$ cat src/rtl/vid_timing_pkg.sv
// Shared video timing defaults, counter type and transmit FSM encoding
// for the HDMI output path (640x480 @ 60 Hz, 25.2 MHz pixel clock).
package vid_timing_pkg;

  localparam int CNT_W = 10;
  typedef logic [CNT_W-1:0] cnt_t;

  localparam int DEF_H_ACTIVE = 640;
  localparam int DEF_H_FP     = 16;
  localparam int DEF_H_SYNC   = 96;
  localparam int DEF_H_BP     = 48;

  localparam int DEF_V_ACTIVE = 480;
  localparam int DEF_V_FP     = 10;
  localparam int DEF_V_SYNC   = 2;
  localparam int DEF_V_BP     = 33;

  localparam logic [23:0] DEF_UFLOW_COLOR = 24'hFF00FF;

  typedef enum logic [1:0] {
    ST_IDLE  = 2'd0,
    ST_RUN   = 2'd1,
    ST_DRAIN = 2'd2
  } tx_state_t;

endpackage

$ cat src/rtl/vid_hv_counter.sv
// Horizontal/vertical raster counters with active-region and sync decode.
// Counters advance only while run is high and sit at zero otherwise.
module vid_hv_counter
  import vid_timing_pkg::*;
#(
  parameter int H_ACTIVE = DEF_H_ACTIVE,
  parameter int H_FP     = DEF_H_FP,
  parameter int H_SYNC   = DEF_H_SYNC,
  parameter int H_BP     = DEF_H_BP,
  parameter int V_ACTIVE = DEF_V_ACTIVE,
  parameter int V_FP     = DEF_V_FP,
  parameter int V_SYNC   = DEF_V_SYNC,
  parameter int V_BP     = DEF_V_BP
) (
  input  logic clk,
  input  logic reset,
  input  logic run,
  output cnt_t h_cnt,
  output cnt_t v_cnt,
  output logic active,
  output logic hs_n,
  output logic vs_n,
  output logic frame_end
);

  localparam cnt_t H_LAST     = cnt_t'(H_ACTIVE + H_FP + H_SYNC + H_BP - 1);
  localparam cnt_t V_LAST     = cnt_t'(V_ACTIVE + V_FP + V_SYNC + V_BP - 1);
  localparam cnt_t H_ACT_END  = cnt_t'(H_ACTIVE);
  localparam cnt_t V_ACT_END  = cnt_t'(V_ACTIVE);
  localparam cnt_t HS_START   = cnt_t'(H_ACTIVE + H_FP);
  localparam cnt_t HS_END     = cnt_t'(H_ACTIVE + H_FP + H_SYNC);
  localparam cnt_t VS_START   = cnt_t'(V_ACTIVE + V_FP);
  localparam cnt_t VS_END     = cnt_t'(V_ACTIVE + V_FP + V_SYNC);

  always_ff @(posedge clk or negedge reset) begin
    if (!reset) begin
      h_cnt <= '0;
      v_cnt <= '0;
    end else if (!run) begin
      h_cnt <= '0;
      v_cnt <= '0;
    end else if (h_cnt == H_LAST) begin
      h_cnt <= '0;
      v_cnt <= (v_cnt == V_LAST) ? '0 : v_cnt + cnt_t'(1);
    end else begin
      h_cnt <= h_cnt + cnt_t'(1);
    end
  end

  // Syncs are negative polarity: low only inside the sync window.
  assign active    = (h_cnt < H_ACT_END) && (v_cnt < V_ACT_END);
  assign hs_n      = !((h_cnt >= HS_START) && (h_cnt < HS_END));
  assign vs_n      = !((v_cnt >= VS_START) && (v_cnt < VS_END));
  assign frame_end = (h_cnt == H_LAST) && (v_cnt == V_LAST);

endmodule

$ cat src/rtl/hdmi_tx_out.sv
// Raster generator feeding an ADV7513: requests pixels from the frame buffer,
// aligns returned data with DE/HS/VS two clocks later and flags underflow.
module hdmi_tx_out
  import vid_timing_pkg::*;
#(
  parameter int          H_ACTIVE    = DEF_H_ACTIVE,
  parameter int          H_FP        = DEF_H_FP,
  parameter int          H_SYNC      = DEF_H_SYNC,
  parameter int          H_BP        = DEF_H_BP,
  parameter int          V_ACTIVE    = DEF_V_ACTIVE,
  parameter int          V_FP        = DEF_V_FP,
  parameter int          V_SYNC      = DEF_V_SYNC,
  parameter int          V_BP        = DEF_V_BP,
  parameter logic [23:0] UFLOW_COLOR = DEF_UFLOW_COLOR
) (
  input  logic        clk,
  input  logic        reset,
  input  logic        enable,
  output logic        pix_rd,
  input  logic        pix_valid,
  input  logic [23:0] pix_data,
  output logic        hdmi_de,
  output logic        hdmi_hs,
  output logic        hdmi_vs,
  output logic [23:0] hdmi_d,
  output logic        frame_start,
  output logic        underflow,
  output logic        busy
);

  tx_state_t state;
  tx_state_t state_next;
  logic      drain_cnt;
  logic      run;
  cnt_t      h_cnt;
  cnt_t      v_cnt;
  logic      active;
  logic      hs_n;
  logic      vs_n;
  logic      frame_end;
  logic      rd_q;
  logic      hs_q;
  logic      vs_q;
  logic      uf_event;

  assign run = (state == ST_RUN);

  vid_hv_counter #(
    .H_ACTIVE (H_ACTIVE),
    .H_FP     (H_FP),
    .H_SYNC   (H_SYNC),
    .H_BP     (H_BP),
    .V_ACTIVE (V_ACTIVE),
    .V_FP     (V_FP),
    .V_SYNC   (V_SYNC),
    .V_BP     (V_BP)
  ) u_hv_counter (
    .clk       (clk),
    .reset     (reset),
    .run       (run),
    .h_cnt     (h_cnt),
    .v_cnt     (v_cnt),
    .active    (active),
    .hs_n      (hs_n),
    .vs_n      (vs_n),
    .frame_end (frame_end)
  );

  always_ff @(posedge clk or negedge reset) begin
    if (!reset) begin
      state     <= ST_IDLE;
      drain_cnt <= 1'b0;
    end else begin
      state     <= state_next;
      drain_cnt <= (state == ST_DRAIN) ? ~drain_cnt : 1'b0;
    end
  end

  // Enable is only honoured at the last clock of a frame so frames are never cut short.
  always_comb begin
    state_next = state;
    case (state)
      ST_IDLE:  if (enable) state_next = ST_RUN;
      ST_RUN:   if (frame_end && !enable) state_next = ST_DRAIN;
      ST_DRAIN: if (drain_cnt) state_next = ST_IDLE;
      default:  state_next = ST_IDLE;
    endcase
  end

  assign pix_rd      = run && active;
  assign frame_start = pix_rd && (h_cnt == '0) && (v_cnt == '0);
  assign busy        = (state != ST_IDLE);
  assign uf_event    = rd_q && !pix_valid;

  // Stage 1 tracks the cycle in which upstream answers; stage 2 drives the pins.
  always_ff @(posedge clk or negedge reset) begin
    if (!reset) begin
      rd_q    <= 1'b0;
      hs_q    <= 1'b1;
      vs_q    <= 1'b1;
      hdmi_de <= 1'b0;
      hdmi_hs <= 1'b1;
      hdmi_vs <= 1'b1;
      hdmi_d  <= '0;
    end else begin
      rd_q    <= pix_rd;
      hs_q    <= hs_n;
      vs_q    <= vs_n;
      hdmi_de <= rd_q;
      hdmi_hs <= hs_q;
      hdmi_vs <= vs_q;
      hdmi_d  <= rd_q ? (pix_valid ? pix_data : UFLOW_COLOR) : '0;
    end
  end

  always_ff @(posedge clk or negedge reset) begin
    if (!reset) begin
      underflow <= 1'b0;
    end else if (uf_event) begin
      underflow <= 1'b1;
    end else if (frame_start) begin
      underflow <= 1'b0;
    end
  end

endmodule

$ cat config.mk
export PLATFORM = sky130hd
export DESIGN_NAME = hdmi_tx_out
export DESIGN_NICKNAME = d
export VERILOG_FILES = /design/src/rtl/vid_timing_pkg.sv /design/src/rtl/vid_hv_counter.sv /design/src/rtl/hdmi_tx_out.sv
export SDC_FILE = /design/constraint.sdc
export NUM_CORES = 1
export LEC_CHECK = 0
export CELL_PAD_IN_SITES_DETAIL_PLACEMENT = 0
export CELL_PAD_IN_SITES_GLOBAL_PLACEMENT = 1
export CORE_ASPECT_RATIO = 2
export CORE_MARGIN = 2
export CORE_UTILIZATION = 30
export DETAILED_ROUTE_END_ITERATION = 10
export PLACE_DENSITY = 0.74
export RECOVER_POWER = 100
export SLEW_MARGIN = 20
export SYNTH_ARGS = -nofsm -noshare
export SYNTH_HDL_FRONTEND = slang
export SYNTH_HIERARCHICAL = 1
export SYNTH_SLANG_ARGS = --single-unit
$ cat constraint.sdc
create_clock -name clk -period 2.8 [get_ports clk]
set_clock_uncertainty 0.2 [all_clocks]
set_input_delay 0.56 -clock clk [delete_from_list [all_inputs] [get_ports clk]]
set_output_delay 0.56 -clock clk [all_outputs]
set_load 0.1 [all_outputs]
# Word level (Yosys, flattened, before mapping)
# Cells that the tools add are included.
totals:
  ff_bits: 54
  input_bits: 28
  word_cells: 62
classes:
  add_sub_neg: 2
  order_cmp: 6
  n_eq_ne: 8
  mux: 14
  bitwise: 1
  n_reduce_logical: 19
op_table:
  columns: ["cell", "n"]
  rows:
  - ["$mux W10", 5]
  - ["$mux W24", 2]
  - ["$add A10 B1 Y10 const B", 2]
  - ["$eq A10 B10 Y1 const B", 2]
  - ["$logic_not A10 Y1", 2]
  - ["$lt A10 B10 Y1 const B", 2]
  - ["$lt A10 B9 Y1 const B", 2]
  - ["$ge A10 B10 Y1 const B", 1]
  - ["$ge A10 B9 Y1 const B", 1]
  - ["$logic_and A1 B1 Y1", 9]
  - ["$mux W2", 3]
  - ["$pmux W2 S3", 1]
  - ["$logic_not A1 Y1", 4]
  - ["$ne A2 B1 Y1 const B", 2]
  - ["$ne A2 B2 Y1 const B", 2]
  - ["$reduce_bool A2 Y1", 2]
  - ["$mux W1", 3]
  - ["$reduce_and A3 Y1", 1]
  - ["$eq A2 B1 Y1 const B", 1]
  - ["$eq A2 B2 Y1 const B", 1]
  - ["$logic_not A2 Y1", 1]
  - ["$not A1 Y1", 1]

# Longest topological paths before layout
depth:
  word_depth: 7
  ltp_mapped: 7
  depth_no_buf: 7

# Modules after synthesis
# The synthesis kept the hierarchy.
modules_own_cells:
  columns: ["mod", "instances", "cells_per_inst", "area_each_um2"]
  rows:
  - ["vid_hv_counter", 1, 122, 1239.9]
  - ["hdmi_tx_out", 1, 80, 1176.1]

# Worst setup path after synthesis
# No wires, ideal clock.
synth_path:
  path_kind: "register to output"
  from: "register u_hv_counter.h_cnt[7]"
  to: "output port frame_start"
  arrival_time_ns: 3.147
  path_slack_ns: -1.107
  stages_incl_launch_ff: 8
  path_buffers: 1
  cell_sequence: "dfrtp_1 -> buf_4 -> o21ai_0 -> nand2_1 -> nor2_1 -> and3b_1 -> nand4_1 -> nor2_1"
synth_via:
  elab_chain_len: 5
  word_cells_on_any_way: 6
  classes_between: "order compare (1); reduce/logical (5)"
synth_lines:
  columns: ["item", "line_no", "text"]
  rows:
  - ["start, declared", "vid_hv_counter.sv:18", "output cnt_t h_cnt,"]
  - ["start signal, assigned", "vid_hv_counter.sv:46", "h_cnt <= h_cnt + cnt_t'(1);"]
  - ["$lt A10 B10 Y1", "vid_hv_counter.sv:51", "assign active = (h_cnt < H_ACT_END) && (v_cnt < V_ACT_END);"]
  - ["$logic_and A1 B1 Y1", "vid_hv_counter.sv:51", null]
  - ["net active", "hdmi_tx_out.sv:37", "logic active;"]
  - ["$logic_and A1 B1 Y1", "hdmi_tx_out.sv:90", "assign pix_rd = run && active;"]
  - ["net pix_rd", "hdmi_tx_out.sv:19", "output logic pix_rd,"]
  - ["$logic_and A1 B1 Y1 (2 in a row)", "hdmi_tx_out.sv:91", "assign frame_start = pix_rd && (h_cnt == '0) && (v_cnt == '0);"]
  - ["end, declared", "hdmi_tx_out.sv:26", "output logic frame_start,"]
# The timed path passes the listed nets, and every way through them passes these cells.

# Final worst setup path
layout_path:
  from: "register u_hv_counter.h_cnt[8]"
  to: "output port frame_start"
layout_via:
  elab_chain_len: 5
  word_cells_on_any_way: 6
  classes_between: "order compare (1); reduce/logical (5)"
layout_lines:
  columns: ["item", "line_no"]
  rows:
  - ["$lt A10 B10 Y1", "vid_hv_counter.sv:51"]
  - ["$logic_and A1 B1 Y1", "vid_hv_counter.sv:51"]
  - ["net active", "hdmi_tx_out.sv:37"]
  - ["$logic_and A1 B1 Y1", "hdmi_tx_out.sv:90"]
  - ["$logic_and A1 B1 Y1 (2 in a row)", "hdmi_tx_out.sv:91"]
# The timed path passes the listed nets, and every way through them passes these cells.

==> results.toml <==
[global_route]
grt_util_all_layers = 0.139
grt_pass1_wl_mm = 8.94
grt_max_degree = 55
grt_pass1_vias = 1853
antenna_found_initial = 0
grt_overflow = 0

[status]
status = "finished, final reports clean"

[logic_synthesis]
synthMuxAreaShare = 0.00932
ys.flop_type = "dfrtp_1"
synth.yosys.seq_area_share = 0.561
ys_ff_latch = 54
synth_edf_count = 0
syn_inst = 202
synth.top_cells.by_count = "dfrtp_1, o21a_1, nand2_1"
synth_fa_ha_area_frac = 0.0207
yosys.area_share.simple = 0.201
syn-mean-instance-area_sq_um = 12.0
async_reset_ff_frac = 1.00
syn_area_sq_um = 2420
synth_most_common_cell = "dfrtp_1"
synth_area_leader_cell = "dfrtp_1"
synth_top_area_frac = 0.518
synth-xor-area-share = 0.0290
synth_top_family_by_area = "simple AND/OR/NAND/NOR gates"
synth.area.top_cells = "dfrtp_1, o21a_1, dfstp_2"
syn-num-nets = 234
synth-compound-area-share = 0.142
yosys_warnings = 6
synth_cell_types = 48

[timing]
relSlewSlack = 0.118
tns_ns = 0
fmax_mhz = 380
finalCriticalPeriod_ns = 2.63
finalSetupViolCount = 0
timing.final.crit_share = 0.939
slew_violations = 0
finalHoldViolations = 0
rsz0062_at_grt = "no"
tightest_slew_ns = 1.32

[pwr]
switchingPower_uw = 436
internal-power_uw = 1180
p_seq_frac = 0.498
p_sw_frac = 0.271
p_clk_frac = 0.366
p_total_uw = 1610
p_leak_uw = 0.00119
pwr-share-comb = 0.137
ir_worst_vdd_mv = 0.221
cellPowerDensity_nw_per_um2 = 534

[worst_setup_path]
path_buf_inv = 1
worst_path_most_repeated_cell = "nor2_1"
path_cells = "o21ai_0 -> nand2_1 -> nor2_1 -> and3b_4 -> nand4_1 -> nor2_1 -> buf_12"
crit_arrival_ns = 1.87
path_class = "flop to output pin"
cp_max_fo = 6
r2r_slack_ns = 0.41
max_stage_delay_ns = 0.47
slowest_stage = "dfrtp_1"
cp.required_ns = 2.04
end_kind = "output pin"
critical_path.top_delay_family = "simple AND/OR/NAND/NOR gates"
start_kind = "flop"

[cts]
cts_root_buf = "clkbuf_16"
cts_tree = "done"
clkSinkCount = 54
cts_buffers = 5
clkLatencyLatePin_ns = 0.29
path_clk_slew_ns = 0.06
h-tree-depth = 2
clock_path_buffers = 2

[cells_and_area]
drive_above_1_share = 0.141
multi_input_area_sq_um = 963
antennaDiodeCount = 0
fillCellCount = 830
synthToLayoutAreaGrowth_pct = 25.0
ff_latch_area_sq_um = 1360
nNetsFinal = 293

[floorplanning]
chipWidth_um = 67.5
fp.dieArea_sq_um = 8830
coreArea_sq_um = 7890
die_y_um = 131
start_util = 0.306
rows = 46
ios = 59

[routing]
drtPass1Iterations = 4
wl_mm = 5.79
remaining_drc_errors = 0
drtAntennaViolNets = 0
wire_per_inst_um = 16.2
drtIter0Drc = 74
via_per_inst = 5.03
vias = 1799

[min_path]
hold_class = "flop to flop"

[placed_design]
globalplace.congestion = 0.815
post-dp-hpwl_mm = 4.31
port_buffers = 58

[run]
cap_viol_max_count = 0
[final timing paths]
check	start	cells after the start	end
setup / recovery	u_hv_counter/h_cnt[8]	7	frame_start
hold / removal	hs_q	0	hdmi_hs
setup reg to reg	u_hv_counter/h_cnt[1]	6	state[0]
hold reg to reg	hs_q	0	hdmi_hs
max in group asynchronous	reset	2	u_hv_counter/h_cnt[7]
min in group asynchronous	reset	2	hdmi_d[3]
[cells in the final DEF, fill, tap and decap left out, types with 3 or more instances in the layout]
| master | count |
|---|---|
| clkbuf_16 | 5 |
| nor4_1 | 4 |
| clkdlybuf4s50_1 | 25 |
| nand2_1 | 13 |
| inv_1 | 7 |
| or2_2 | 5 |
| o211ai_1 | 3 |
| and3_1 | 8 |
| nor3_1 | 8 |
| clkbuf_1 | 29 |
| nor2_1 | 8 |
| nand3_1 | 6 |
| dfrtp_1 | 49 |
| a22o_1 | 3 |
| o21ai_0 | 3 |
| xnor2_1 | 4 |
| ha_1 | 4 |
| o31ai_1 | 6 |
| and2_0 | 3 |
| xor2_1 | 4 |
| o21a_1 | 16 |
| nand2b_1 | 3 |
| dfstp_2 | 4 |
| nand4_1 | 6 |
| nor4_2 | 3 |
[state kept, by name, summed over array words and instances, names as in the netlist, 2 cells and up]
| signal | count |
|---|---|
| state | 2 |
| hdmi_d | 24 |
| u_hv_counter/h_cnt | 10 |
| u_hv_counter/v_cnt | 10 |
[stage by stage]
stage               hold slack [ns]  cells  utilization  instance area, sq um  worst slack (ns)
floorplan                    0.0644    202            -                  2430            0.0717
global placement              0.147    350        0.384                  3020             0.498
detailed placement            0.150    350        0.384                  3020             0.440
CTS                           0.160    358        0.401                  3160            0.0996
global route                  0.162    358        0.383                  3020            0.0310
finish                        0.159    358        0.383                  3020             0.171
[what timing repair did]
action	CTS	global route
buffers inserted	0	0
setup endpoints to repair	0	1
resized for setup	0	1
hold buffers	0	0
[power groups by stage]
stage / Clock [uW] / Combinational (uW) / Sequential [uW]
6_report: 589 / 220 / 802
5_1_grt: 646 / 231 / 803
4_1_cts: 617 / 240 / 802
3_5_place_dp: 0 / 239 / 817
3_3_place_gp: 0 / 238 / 817
2_1_floorplan: 0 / 16.8 / 949
[cell type report]
| type | count | area share |
|---|---|---|
| clock buffer | 6 | 0.0427 |
| clock inverter | 2 | 0.00332 |
| inverter | 7 | 0.00870 |
| multi-input combinational | 133 | 0.319 |
| sequential | 54 | 0.450 |
| tap | 96 | 0.0398 |
| timing repair buffer | 60 | 0.137 |
[metal layers]
metal / wire length (um) / GRT usage
met3: 240 / 0.0240
met4: 180 / 0.0816
met1: 1990 / 0.117
met2: 3370 / 0.281
met5: 0 / 0
[kinds of logic after synthesis]
| group | Yosys count |
|---|---|
| AO/OA/AOI/OAI | 41 |
| buffers and inverters | 15 |
| flip-flops | 54 |
| multiplexers | 2 |
| adder cells (fa/ha/maj) | 4 |
| AND/OR/NAND/NOR | 78 |
| XOR/XNOR | 8 |
[worst reg2reg max path: stages, from the launching register on]
cell	delay [ns]
dfrtp_1	0.42
ha_1	0.25
nand4_1	0.23
or3_1	0.57
nor4_1	0.40
nand2b_1	0.15
a21oi_1	0.06
No activity file was read; power rests on OpenSTA's default activity.
